**config.mk**
```make
export PLATFORM = sky130hd
export DESIGN_NAME = cdb_arbiter_flat
export DESIGN_NICKNAME = d
export VERILOG_FILES = /design/src/rtl/tomasulo_pkg.sv /design/src/rtl/cdb_arbiter_if.sv /design/src/rtl/rr_pick.sv /design/src/rtl/cdb_arbiter.sv /design/src/flat_wrapper.sv
export SDC_FILE = /design/constraint.sdc
export NUM_CORES = 1
export LEC_CHECK = 0
export CAP_MARGIN = 25
export CORE_AREA = 3 3 71 86
export CTS_BUF_LIST = sky130_fd_sc_hd__clkbuf_8
export DETAILED_ROUTE_END_ITERATION = 10
export DIE_AREA = 0 0 74 89
export GPL_TIMING_DRIVEN = 1
export PLACE_DENSITY_LB_ADDON = 0.05
export RECOVER_POWER = 25
export SLEW_MARGIN = 10
export SYNTH_ARGS = -nofsm -noshare
export SYNTH_HDL_FRONTEND = slang
export SYNTH_SLANG_ARGS = --single-unit
```
**constraint.sdc**
```tcl
create_clock -name clk1 -period 8.3 [get_ports clk1]
set_input_delay 0.83 -clock clk1 [delete_from_list [all_inputs] [get_ports clk1]]
set_output_delay 0.83 -clock clk1 [all_outputs]
set_load 0.03 [all_outputs]
```
**src/rtl/tomasulo_pkg.sv**
```systemverilog
`default_nettype none
// ============================================================================
//  Module      : tomasulo_pkg
//  Description : Shared definitions for the Tomasulo core: functional-unit
//                indices, default ROB tag / data widths, function codes shared
//                by issue and the reservation stations, and an index-width
//                helper.
//  Revision    : 1.0 - initial release
// ============================================================================
package tomasulo_pkg;

  // Functional-unit indices, which are also CDB requester positions.
  localparam int FU_ADD = 0;
  localparam int FU_MUL = 1;
  localparam int FU_DIV = 2;
  localparam int FU_LD  = 3;

  // Default widths (8-entry ROB, 16-bit datapath).
  localparam int DEF_TAG_W  = 3;
  localparam int DEF_DATA_W = 16;

  // Function codes.
  localparam logic [3:0] FN_ADD  = 4'b0000;
  localparam logic [3:0] FN_SUB  = 4'b0001;
  localparam logic [3:0] FN_MUL  = 4'b0010;
  localparam logic [3:0] FN_DIV  = 4'b0011;
  localparam logic [3:0] FN_LD   = 4'b0100;
  localparam logic [3:0] FN_ST   = 4'b0101;
  localparam logic [3:0] FN_BEQ  = 4'b0110;
  localparam logic [3:0] FN_BNEQ = 4'b0111;

  // Width of an encoded index into n items; never below one bit.
  function automatic int idx_w(input int n);
    return (n > 1) ? $clog2(n) : 1;
  endfunction

endpackage
`default_nettype wire

```
**src/rtl/cdb_arbiter_if.sv**
```systemverilog
`default_nettype none
// ============================================================================
//  Module      : cdb_arbiter_if
//  Description : Request and broadcast bundle of the CDB arbiter.
//                master : functional-unit side (drives requests and flush,
//                         observes grants and the broadcast)
//                slave  : arbiter side
//  Signals     : req_valid/req_tag/req_data/req_ready - per-unit handshake,
//                flush - squash, cdb_valid/cdb_tag/cdb_data/cdb_src -
//                registered broadcast.
//  Revision    : 1.0 - initial release
// ============================================================================
interface cdb_arbiter_if
  import tomasulo_pkg::*;
#(
  parameter int N_REQ  = 4,
  parameter int TAG_W  = DEF_TAG_W,
  parameter int DATA_W = DEF_DATA_W
) ();

  localparam int SRC_W = idx_w(N_REQ);

  logic [N_REQ-1:0]        req_valid;
  logic [N_REQ*TAG_W-1:0]  req_tag;
  logic [N_REQ*DATA_W-1:0] req_data;
  logic [N_REQ-1:0]        req_ready;
  logic                    flush;
  logic                    cdb_valid;
  logic [TAG_W-1:0]        cdb_tag;
  logic [DATA_W-1:0]       cdb_data;
  logic [SRC_W-1:0]        cdb_src;

  modport master (
    output req_valid, req_tag, req_data, flush,
    input  req_ready, cdb_valid, cdb_tag, cdb_data, cdb_src
  );

  modport slave (
    input  req_valid, req_tag, req_data, flush,
    output req_ready, cdb_valid, cdb_tag, cdb_data, cdb_src
  );

endinterface
`default_nettype wire

```
**src/rtl/rr_pick.sv**
```systemverilog
`default_nettype none
// ============================================================================
//  Module      : rr_pick
//  Description : Combinational round-robin priority picker. Scans positions
//                ptr, ptr+1, ... (mod N) and selects the first set request.
//  Ports       : req   - request vector
//                ptr   - highest-priority position
//                grant - one-hot grant (all zero when no request)
//                idx   - encoded index of the grant
//                found - at least one request was set
//  Revision    : 1.0 - initial release
// ============================================================================
module rr_pick
  import tomasulo_pkg::*;
#(
  parameter  int N     = 4,
  localparam int IDX_W = idx_w(N)
) (
  input  logic [N-1:0]     req,
  input  logic [IDX_W-1:0] ptr,
  output logic [N-1:0]     grant,
  output logic [IDX_W-1:0] idx,
  output logic             found
);

  logic [IDX_W-1:0] w_pos;

  // Walk from the lowest-priority offset up to the pointer itself so that the
  // last match written, i.e. the closest one to ptr, wins.
  always_comb begin
    grant = '0;
    idx   = '0;
    found = 1'b0;
    w_pos = '0;
    for (int k = N - 1; k >= 0; k--) begin
      w_pos = IDX_W'((int'(ptr) + k) % N);
      if (req[w_pos]) begin
        grant        = '0;
        grant[w_pos] = 1'b1;
        idx          = w_pos;
        found        = 1'b1;
      end
    end
  end

endmodule
`default_nettype wire

```
**src/rtl/cdb_arbiter.sv**
```systemverilog
`default_nettype none
// ============================================================================
//  Module      : cdb_arbiter
//  Description : Common Data Bus arbiter. Grants one finished functional unit
//                per cycle in round-robin order and broadcasts its ROB tag and
//                value on a registered CDB one cycle later. flush blocks the
//                grant in the current cycle and drops the broadcast next cycle.
//  Ports       : clk1  - system clock, rising edge
//                rst_n - asynchronous active-low reset
//                bus   - cdb_arbiter_if.slave (requests, grants, flush, CDB)
//                perf_grant_cnt / perf_stall_cnt - per-unit 16-bit saturating
//                transfer and stall counters (only with CDB_PERF_EN)
//  Options     : `define CDB_PERF_EN to add the performance counters.
//  Revision    : 1.0 - initial release
// ============================================================================
module cdb_arbiter
  import tomasulo_pkg::*;
#(
  parameter int N_REQ  = 4,
  parameter int TAG_W  = DEF_TAG_W,
  parameter int DATA_W = DEF_DATA_W
) (
  input  logic                clk1,
  input  logic                rst_n,
`ifdef CDB_PERF_EN
  output logic [N_REQ*16-1:0] perf_grant_cnt,
  output logic [N_REQ*16-1:0] perf_stall_cnt,
`endif
  cdb_arbiter_if.slave        bus
);

  localparam int SRC_W = idx_w(N_REQ);

  logic [SRC_W-1:0]  r_rr_ptr;
  logic              r_cdb_valid;
  logic [TAG_W-1:0]  r_cdb_tag;
  logic [DATA_W-1:0] r_cdb_data;
  logic [SRC_W-1:0]  r_cdb_src;

  logic [N_REQ-1:0]  w_pick_req;
  logic [N_REQ-1:0]  w_grant;
  logic [SRC_W-1:0]  w_idx;
  logic              w_xfer;
  logic [SRC_W-1:0]  w_next_ptr;

  // Flush masks every request, so no grant and no pointer movement.
  assign w_pick_req = bus.req_valid & {N_REQ{~bus.flush}};

  rr_pick #(
    .N     (N_REQ)
  ) u_pick (
    .req   (w_pick_req),
    .ptr   (r_rr_ptr),
    .grant (w_grant),
    .idx   (w_idx),
    .found (w_xfer)
  );

  assign bus.req_ready = rst_n ? w_grant : '0;

  assign w_next_ptr = (w_idx == SRC_W'(N_REQ - 1)) ? '0 : w_idx + SRC_W'(1);

  always_ff @(posedge clk1 or negedge rst_n) begin
    if (!rst_n) begin
      r_rr_ptr    <= '0;
      r_cdb_valid <= 1'b0;
      r_cdb_tag   <= '0;
      r_cdb_data  <= '0;
      r_cdb_src   <= '0;
    end else begin
      r_cdb_valid <= w_xfer;
      // Without a transfer the payload holds its last broadcast.
      if (w_xfer) begin
        r_rr_ptr   <= w_next_ptr;
        r_cdb_tag  <= bus.req_tag[w_idx*TAG_W +: TAG_W];
        r_cdb_data <= bus.req_data[w_idx*DATA_W +: DATA_W];
        r_cdb_src  <= w_idx;
      end
    end
  end

  assign bus.cdb_valid = r_cdb_valid;
  assign bus.cdb_tag   = r_cdb_tag;
  assign bus.cdb_data  = r_cdb_data;
  assign bus.cdb_src   = r_cdb_src;

`ifdef CDB_PERF_EN
  for (genvar i = 0; i < N_REQ; i++) begin : g_perf
    logic [15:0] r_grant_cnt;
    logic [15:0] r_stall_cnt;

    always_ff @(posedge clk1 or negedge rst_n) begin
      if (!rst_n) begin
        r_grant_cnt <= '0;
        r_stall_cnt <= '0;
      end else begin
        if (bus.req_valid[i] && bus.req_ready[i] && (r_grant_cnt != 16'hFFFF))
          r_grant_cnt <= r_grant_cnt + 16'd1;
        // Flush cycles count as stalls since ready is forced low.
        if (bus.req_valid[i] && !bus.req_ready[i] && (r_stall_cnt != 16'hFFFF))
          r_stall_cnt <= r_stall_cnt + 16'd1;
      end
    end

    assign perf_grant_cnt[i*16 +: 16] = r_grant_cnt;
    assign perf_stall_cnt[i*16 +: 16] = r_stall_cnt;
  end
`endif

endmodule
`default_nettype wire

```
**src/flat_wrapper.sv**
```systemverilog
// flat-port wrapper written by rule: the top's interface ports become plain ports
module cdb_arbiter_flat import tomasulo_pkg::*;
#(
  parameter int N_REQ  = 4,
  parameter int TAG_W  = DEF_TAG_W,
  parameter int DATA_W = DEF_DATA_W
)
  (clk1, rst_n, bus_req_valid, bus_req_tag, bus_req_data, bus_flush, bus_req_ready, bus_cdb_valid, bus_cdb_tag, bus_cdb_data, bus_cdb_src);
  cdb_arbiter_if #(.N_REQ(N_REQ), .TAG_W(TAG_W), .DATA_W(DATA_W)) bus_i ();
  input  logic clk1;
  input  logic rst_n;
  input wire logic [$bits(bus_i.req_valid)-1:0] bus_req_valid;
  input wire logic [$bits(bus_i.req_tag)-1:0] bus_req_tag;
  input wire logic [$bits(bus_i.req_data)-1:0] bus_req_data;
  input wire logic [$bits(bus_i.flush)-1:0] bus_flush;
  output wire logic [$bits(bus_i.req_ready)-1:0] bus_req_ready;
  output wire logic [$bits(bus_i.cdb_valid)-1:0] bus_cdb_valid;
  output wire logic [$bits(bus_i.cdb_tag)-1:0] bus_cdb_tag;
  output wire logic [$bits(bus_i.cdb_data)-1:0] bus_cdb_data;
  output wire logic [$bits(bus_i.cdb_src)-1:0] bus_cdb_src;
  assign bus_i.req_valid = bus_req_valid;
  assign bus_i.req_tag = bus_req_tag;
  assign bus_i.req_data = bus_req_data;
  assign bus_i.flush = bus_flush;
  assign bus_req_ready = bus_i.req_ready;
  assign bus_cdb_valid = bus_i.cdb_valid;
  assign bus_cdb_tag = bus_i.cdb_tag;
  assign bus_cdb_data = bus_i.cdb_data;
  assign bus_cdb_src = bus_i.cdb_src;
  cdb_arbiter #(.N_REQ(N_REQ), .TAG_W(TAG_W), .DATA_W(DATA_W)) u_core (.clk1(clk1), .rst_n(rst_n), .bus(bus_i));
endmodule
```
# [Word-level counts from Yosys, hierarchy flattened]
# Cells that the tools add are included.
[totals] ff_bits=24 in_bits=83 out_inout_bits=26
[classes] add_sub_neg=4 mul=1 n_lt_le_gt_ge=8 n_eq_ne=1 shift=2 n_mux=30 bitwise=2 reduce_logical=4
[ops] cell="$shiftx 64x7->16" n=1
[ops] cell="$mux 4" n=5
[ops] cell="$lt 2x3->1 const B" n=4
[ops] cell="$mux 1" n=12
[ops] cell="$shiftx 12x5->3" n=1
[ops] cell="$mux 2" n=5
[ops] cell="$bmux 1 s2" n=4
[ops] cell="$demux 1 s2" n=4
[ops] cell="$ge 2x1->1 const B" n=4
[ops] cell="$add 2x1->2 const B" n=2
[ops] cell="$add 2x2->2 const B" n=2
[ops] cell="$and 4x4->4" n=1
[ops] cell="$logic_and 1x1->1" n=4
[ops] cell="$mul 2x2->4 const B" n=1
[ops] cell="$eq 2x2->1 const B" n=1
[ops] cell="$not 1->1" n=1

# [Longest topological paths before layout]
# Gate-level depths: netlist (run 1).
[logic_depth] depth_word=10 depth_mapped=12

# [Cells and area by module]
# Synthesis (run 1) repeated with hierarchy kept, for this count alone.
[hier_totals] hier_cells=189 area_unflattened_um2=1976.9
[modules_own_cells] mod="cdb_arbiter" n_inst=1 cells_each=128 area_per_inst_um2=1467.7
[modules_own_cells] mod="rr_pick" n_inst=1 cells_each=61 area_per_inst_um2=509.2

# [Worst setup path before layout (run 1)]
# Ideal clock, no wire load.
[synth_path] path_type="register -> output" from="register u_core.r_rr_ptr[0]" to="output bus_req_ready[0]" arrival_ns=2.340 required_ns=7.470 setup_slack_ns=5.130 stages_incl_launch_ff=10 path_buffers=2 path_cell_list="dfrtp_1 buf_6 buf_2 inv_2 ha_1 and2b_1 a22oi_4 nand2b_2 o221ai_1 nor2_1"
[synth_via] elab_chain_len=10
[synth_rtl] element="start, declared" line="cdb_arbiter.sv:34" source="logic [SRC_W-1:0] r_rr_ptr;"
[synth_rtl] element="start signal, assigned" line="cdb_arbiter.sv:74" source="r_rr_ptr <= w_next_ptr;"
[synth_rtl] element="$add 2x2->2" line="rr_pick.sv:36" source="w_pos = IDX_W'((int'(ptr) + k) % N);"
[synth_rtl] element="$lt 2x3->1 (implied by the code) / $ge 2x1->1 (equally long branches)" line="rr_pick.sv:39" source="grant[w_pos] = 1'b1;"
[synth_rtl] element="$logic_and 1x1->1 (implied by the code)" line="rr_pick.sv:39"
[synth_rtl] element="$mux 1 (implied by the code)" line="rr_pick.sv:39"
[synth_rtl] element="$demux 1 s2" line="rr_pick.sv:39"
[synth_rtl] element="$mux 4 (3 in series)" line="rr_pick.sv:37" source="if (req[w_pos]) begin"
[synth_rtl] element="$mux 4 *" line="rr_pick.sv:37"
[synth_rtl] element="$mux 4 *" line="cdb_arbiter.sv:59" source="assign bus.req_ready = rst_n ? w_grant : '0;"
[synth_rtl] element="end, declared" line="flat_wrapper.sv:16" source="output wire logic [$bits(bus_i.req_ready)-1:0] bus_req_ready;"
# Mark *: on every way between the ends. The rest lies on a longest branch, timed or not. The select of a mux whose other input is x is not followed.

# [Final worst setup path (run 1)]
[layout_path] from="input rst_n" to="output bus_req_ready[2]"
[layout_via] elab_chain_len=1
[layout_rtl] element="start, declared" line="flat_wrapper.sv:11" source="input logic rst_n;"
[layout_rtl] element="$mux 4" line="cdb_arbiter.sv:59"
# Every way passes these cells.

==> metrics.cfg, run 1 <==
[critical_path]
worstSetupPathType=in -> out
worstSetupStartpoint=rst_n
cp.depth=5
crit_path_end_kind=output pin
worstPathRequired_ns=7.47
critPathTopFamily=buffers and inverters
cp_slowest_cell=clkbuf_1
cp.buffers_inverters=3
slowest_delay_ns=1.09
r2r_cells=7
cp.arrival_ns=3.64
r2r-start=u_core.r_rr_ptr[0]
cp_max_fo=28
start_kind=input pin
crit_path_cell_trace=dlygate4sd3_1 > clkbuf_1 > o221ai_1 > nor2_1 > clkdlybuf4s50_1
rrSetupSlack_ns=4.58

[yosys]
synthCells=253
async_reset_ff_share_pct=100.0
yosysWarnings=0
syn_nets=340
synth_edf_count=0
syn_area_per_cell_um2=9.965
synth.area.top_cells=dfrtp_1 24%, mux2i_1 7.9%, a2111oi_2 6.0%
synthTopCellsByCount=33 x nor2_1, 24 x dfrtp_1, 20 x a211oi_1, 20 x mux2i_1
yosysTopAreaCell=dfrtp_1
synth_seq_area_share_pct=23.82
synth-seq-cells=24
synth.top_cell.area_share_pct=23.82
yosys_most_used_dff=dfrtp_1
synth.most_common_cell=nor2_1
synth_cell_types=45
syn-cell-area_mm2=0.002521

[min_path]
hp-start=u_core.bus.cdb_src[1]
hold-path-cell-count=1
hp-class=reg -> reg

[die]
num_io_pins=109
start_util_pct=47.27
die_h_um=89
core_area_mm2=0.005334
rows=29
dieArea_mm2=0.006586
fp.dieW_um=74

[finish]
antenna_cells=0
finish.utilization_pct=68.29
areaGrowthSynthToFinish_pct=44.47
layout.nets=436
post_layout_nonfiller_instances=410
drive_above_1_share_pct=14.37

[sta]
finalHoldViolations=0
layout_setup_ws_ns=3.829
grt_setup_unrepaired=false
fin_crit_ns=4.471
fmax_mhz=223.7
relSlewSlack_pct=-1.053
fin_crit_sh_pct=53.86
fin_worst_skew_ns=0.01396
drv_slew=29
setup_viol=0
hold_ws_ns=0.4977
setup_tns_ns=0
max_slew.worst_pin.slew_ns=1.516

[placed_design]
pre_cts_ws_ns=4.177
io_buffer_count=108
dp_hpwl_um=5422
gp_congestion=0.8965
dp_cells=404

[drt]
post-route-drc-count=0
viasPerCell=6.176
antenna_left=0
drt_iter0_drc=123
vias=2532
wirelength_um=7459
dr.pass1.iters=4
wl_per_cell_um=18.19

[grt]
grt.total_usage_pct=22.40
grt_pass1_vias=2438
grt_max_degree=31
antenna_found_initial=0
gr-total-overflow=0
grt_pass1_wl_um=11730

[power]
irDropWorstVdd_v=0.0001620
p_per_area_mw_per_mm2=307.0
p_leak_uw=0.001417

[clock_tree]
cts_root_buffer=clkbuf_8
cts_resized=0
clock_latency_ns=0.27
numCtsBuffers=3
holdBufCountCts=0
postCtsSetupBuffers=0
clk_pin_slew_ns=0.08
clkSinkCount=24
htreeDepth=1
clockBufferDepth=2
cts_tree=built

[job]
max_cap_violations=1

[run_status]
status=finished with violations
violations=capacitance limit, slew limit

layer usage:
| metal | wire length, um | track usage, % | vias up |
|---|---|---|---|
| met2 | 3730 | 37.58 | 99 |
| li1 | - | - | 1193 |
| met5 | 0 | 0 | - |
| met4 | 112 | 6.425 | 0 |
| met3 | 508 | 4.162 | 9 |
| met1 | 3108 | 29.29 | 1231 |
sequential cells by signal, indices dropped and copies added (netlist names):
name,flops
u_core.bus.cdb_tag,3
u_core.bus.cdb_src,2
u_core.bus.cdb_valid,1
u_core.bus.cdb_data,16
u_core.r_rr_ptr,2
cell type report:
type / instances / area, um2
multi-input cells: 201 / 1733
fillers: 443 / 1692
repair buffers: 115 / 1145
flip-flops and latches: 24 / 600.6
well taps: 62 / 77.57
clock buffers: 3 / 41.29
clock inverters: 1 / 30.03
inverters: 4 / 15.01
cells in the final DEF, fill, tap and decap left out, drive strengths merged, types with 6 or more instances in the layout:
master         instances
and2                  20
nor3                   6
clkdlybuf4s50        107
dfrtp                 24
a211oi                22
a21boi                19
a221oi                23
nor2                  33
mux2i                 20
buf                    6
a2111oi               19
kinds of logic (layout without fill, tap and decap cells):
group           count (synthesis)  in the layout  synth area share, %
compound gates                103            103                41.39
xor+xnor                        1              1               0.3475
fa+ha+maj                       4              4                1.985
buf+inv                        28            123                7.890
flops                          24             24                23.82
mux                            25             25                11.07
simple gates                   68             68                13.50
worst paths after layout:
path,to
max,bus_req_ready[2]
min,u_core.bus.cdb_src[1]
max reg2reg,u_core.bus.cdb_data[5]
min reg2reg,u_core.bus.cdb_src[1]
max in group asynchronous,u_core.r_rr_ptr[0]
min in group asynchronous,u_core.bus.cdb_data[2]
per-stage QoR:
stage | cell area [um2] | total power [uW]
finish | 3642 | 1118
global route | 3642 | 1193
CTS | 3616 | 1116
detailed placement | 3545 | 1011
global placement | 3545 | 999.8
floorplan | 2521 | 786.1
power by group:
part / internal [uW] / switching, uW / leakage, uW
clock: 64.5 / 39.3 / 0.0000357
combinational: 337 / 451 / 0.00110
sequential: 175 / 51.8 / 0.000278
total: 576 / 542 / 0.00142
No activity file was read; power rests on OpenSTA's default activity.
==> run 2, diff against run 1 <==
Settings changed: CORE_AREA 3 3 71 86 to 3 3 77 93, DIE_AREA 0 0 74 89 to 0 0 80 96.
Clock period 8.3 ns to 3.8 ns, I/O delays scaled along.
==> metrics.cfg, run 2 (synthesis results as in run 1) <==
[run_status]
status=completed

[finish]
drive_above_1_share_pct=15.82
largest_register_ffs=16
finish.utilization_pct=57.64
layout.nets=442
antenna_cells=0
final_cell_area_mm2=0.003692
areaGrowthSynthToFinish_pct=46.45
layout_common_cells=107 x clkdlybuf4s50_1, 33 x nor2_1, 24 x dfrtp_1, 20 x mux2i_1
final_common_cell=clkdlybuf4s50_1
n_fill_cell=569

[die]
rows=32
dieArea_mm2=0.007680
num_io_pins=109
start_util_pct=39.36
die_h_um=96
fp.dieW_um=80
core_area_mm2=0.006406

[grt]
gr-total-overflow=0
grt_pass1_vias=2466
grt.total_usage_pct=20.51
grt_pass1_wl_um=12440
grt_max_degree=22
antenna_found_initial=0

[power]
irDropWorstVdd_v=0.0003081
power.share.combinational_pct=73.5
p_total_uw=2424
clkPwrFrac_pct=7.4
seqPwrFrac_pct=19.1
p_per_area_mw_per_mm2=656.6
p_switching_uw=1188
internal-power_uw=1236
p_sw_share_pct=49.00
p_leak_uw=0.001436

[critical_path]
cp.arrival_ns=2.89
cp.buffers_inverters=2
crit_path_cell_trace=inv_1 > ha_1 > and2b_1 > a22oi_4 > nand2b_2 > o221ai_1 > nor2_1 > clkdlybuf4s50_1
cp_max_fo=7
crit_path_end_kind=output pin
worstPathRequired_ns=3.42
critPathTopFamily=buffers and inverters
cp_slowest_cell=clkdlybuf4s50_1
start_kind=register
worstSetupPathType=reg -> out
slowest_delay_ns=0.67

[placed_design]
gp_congestion=0.8272
io_buffer_count=108
dp_hpwl_um=5654
postPlaceCellArea_mm2=0.003626

[clock_tree]
clkSinkCount=24
clk_pin_slew_ns=0.09
numCtsBuffers=3
cts_tree=built
postCtsSetupBuffers=0
clock_latency_ns=0.27
holdBufCountCts=0
clockBufferDepth=2
cts_resized=0
htreeDepth=1
cts_root_buffer=clkbuf_8

[drt]
antenna_left=0
wl_per_cell_um=18.12
viasPerCell=5.579
dr.pass1.iters=4
drt_iter0_drc=135
post-route-drc-count=0
wirelength_um=7953
vias=2449

[sta]
fin_crit_ns=3.273
relSlewSlack_pct=31.03
hold_ws_ns=0.4865
max_slew.worst_pin.slew_ns=1.035
fin_worst_skew_ns=0.008438
setup_viol=0
fin_crit_sh_pct=86.13
grt_setup_unrepaired=false
setup_tns_ns=0
drv_slew=0
finalHoldViolations=0
fmax_mhz=305.6

[min_path]
hp-class=reg -> reg

[job]
max_cap_violations=0

run 2: changes by cell type in the layout (fill, tap and decap cells not counted):
| cell | before | now |
|---|---|---|
| clkbuf_8 | 3 | 4 |
| buf_4 | 4 | 11 |
| bufinv_16 | 1 | 0 |
| buf_8 | 2 | 1 |
run 2: final timing paths:
path                                       start                      to  slack [ns]  depth (start not counted)
setup / recovery              u_core.r_rr_ptr[1]        bus_req_ready[0]        0.53                          8
hold / removal             u_core.bus.cdb_src[1]   u_core.bus.cdb_src[1]        0.49                          1
setup reg to reg              u_core.r_rr_ptr[1]  u_core.bus.cdb_data[5]        1.03                          9
hold reg to reg            u_core.bus.cdb_src[1]   u_core.bus.cdb_src[1]        0.49                          1
max in group asynchronous                  rst_n  u_core.bus.cdb_data[4]        1.95                          2
min in group asynchronous                  rst_n      u_core.r_rr_ptr[1]        0.54                          1
run 2: power by group through the flow:
stage	registers, uW	clock network [uW]	logic [uW]
after floorplan	688	0	1030
after global placement	465	0	1780
after detailed placement	464	0	1780
after CTS	464	188	1790
after global routing	481	197	1910
final	463	179	1780
run 2: metal layers:
| layer | up-vias | track usage, % | wire (um) |
|---|---|---|---|
| met3 | 4 | 3.745 | 481 |
| met4 | 0 | 4.085 | 64 |
| met5 | - | 0 | 0 |
| met1 | 1162 | 26.74 | 3511 |
| li1 | 1199 | - | - |
| met2 | 84 | 35.43 | 3895 |
run 2: stage by stage:
stage          instances  setup WS, ns
2_1_floorplan        253         1.030
3_3_place_gp         434        0.5641
3_5_place_dp         434        0.5507
4_1_cts              438        0.5037
5_1_grt              439        0.3209
6_report             439        0.5272
run 2: area by class of cell:
| cell class | instances | area (um2) | area share, % |
|---|---|---|---|
| Clock buffer | 4 | 55.05 | 1.491 |
| Inverter | 4 | 15.01 | 0.4066 |
| Timing Repair Buffer | 121 | 1182 | 32.02 |
| Sequential cell | 24 | 600.6 | 16.27 |
| Tap cell | 85 | 106.4 | 2.880 |
| Multi-Input combinational cell | 201 | 1733 | 46.93 |
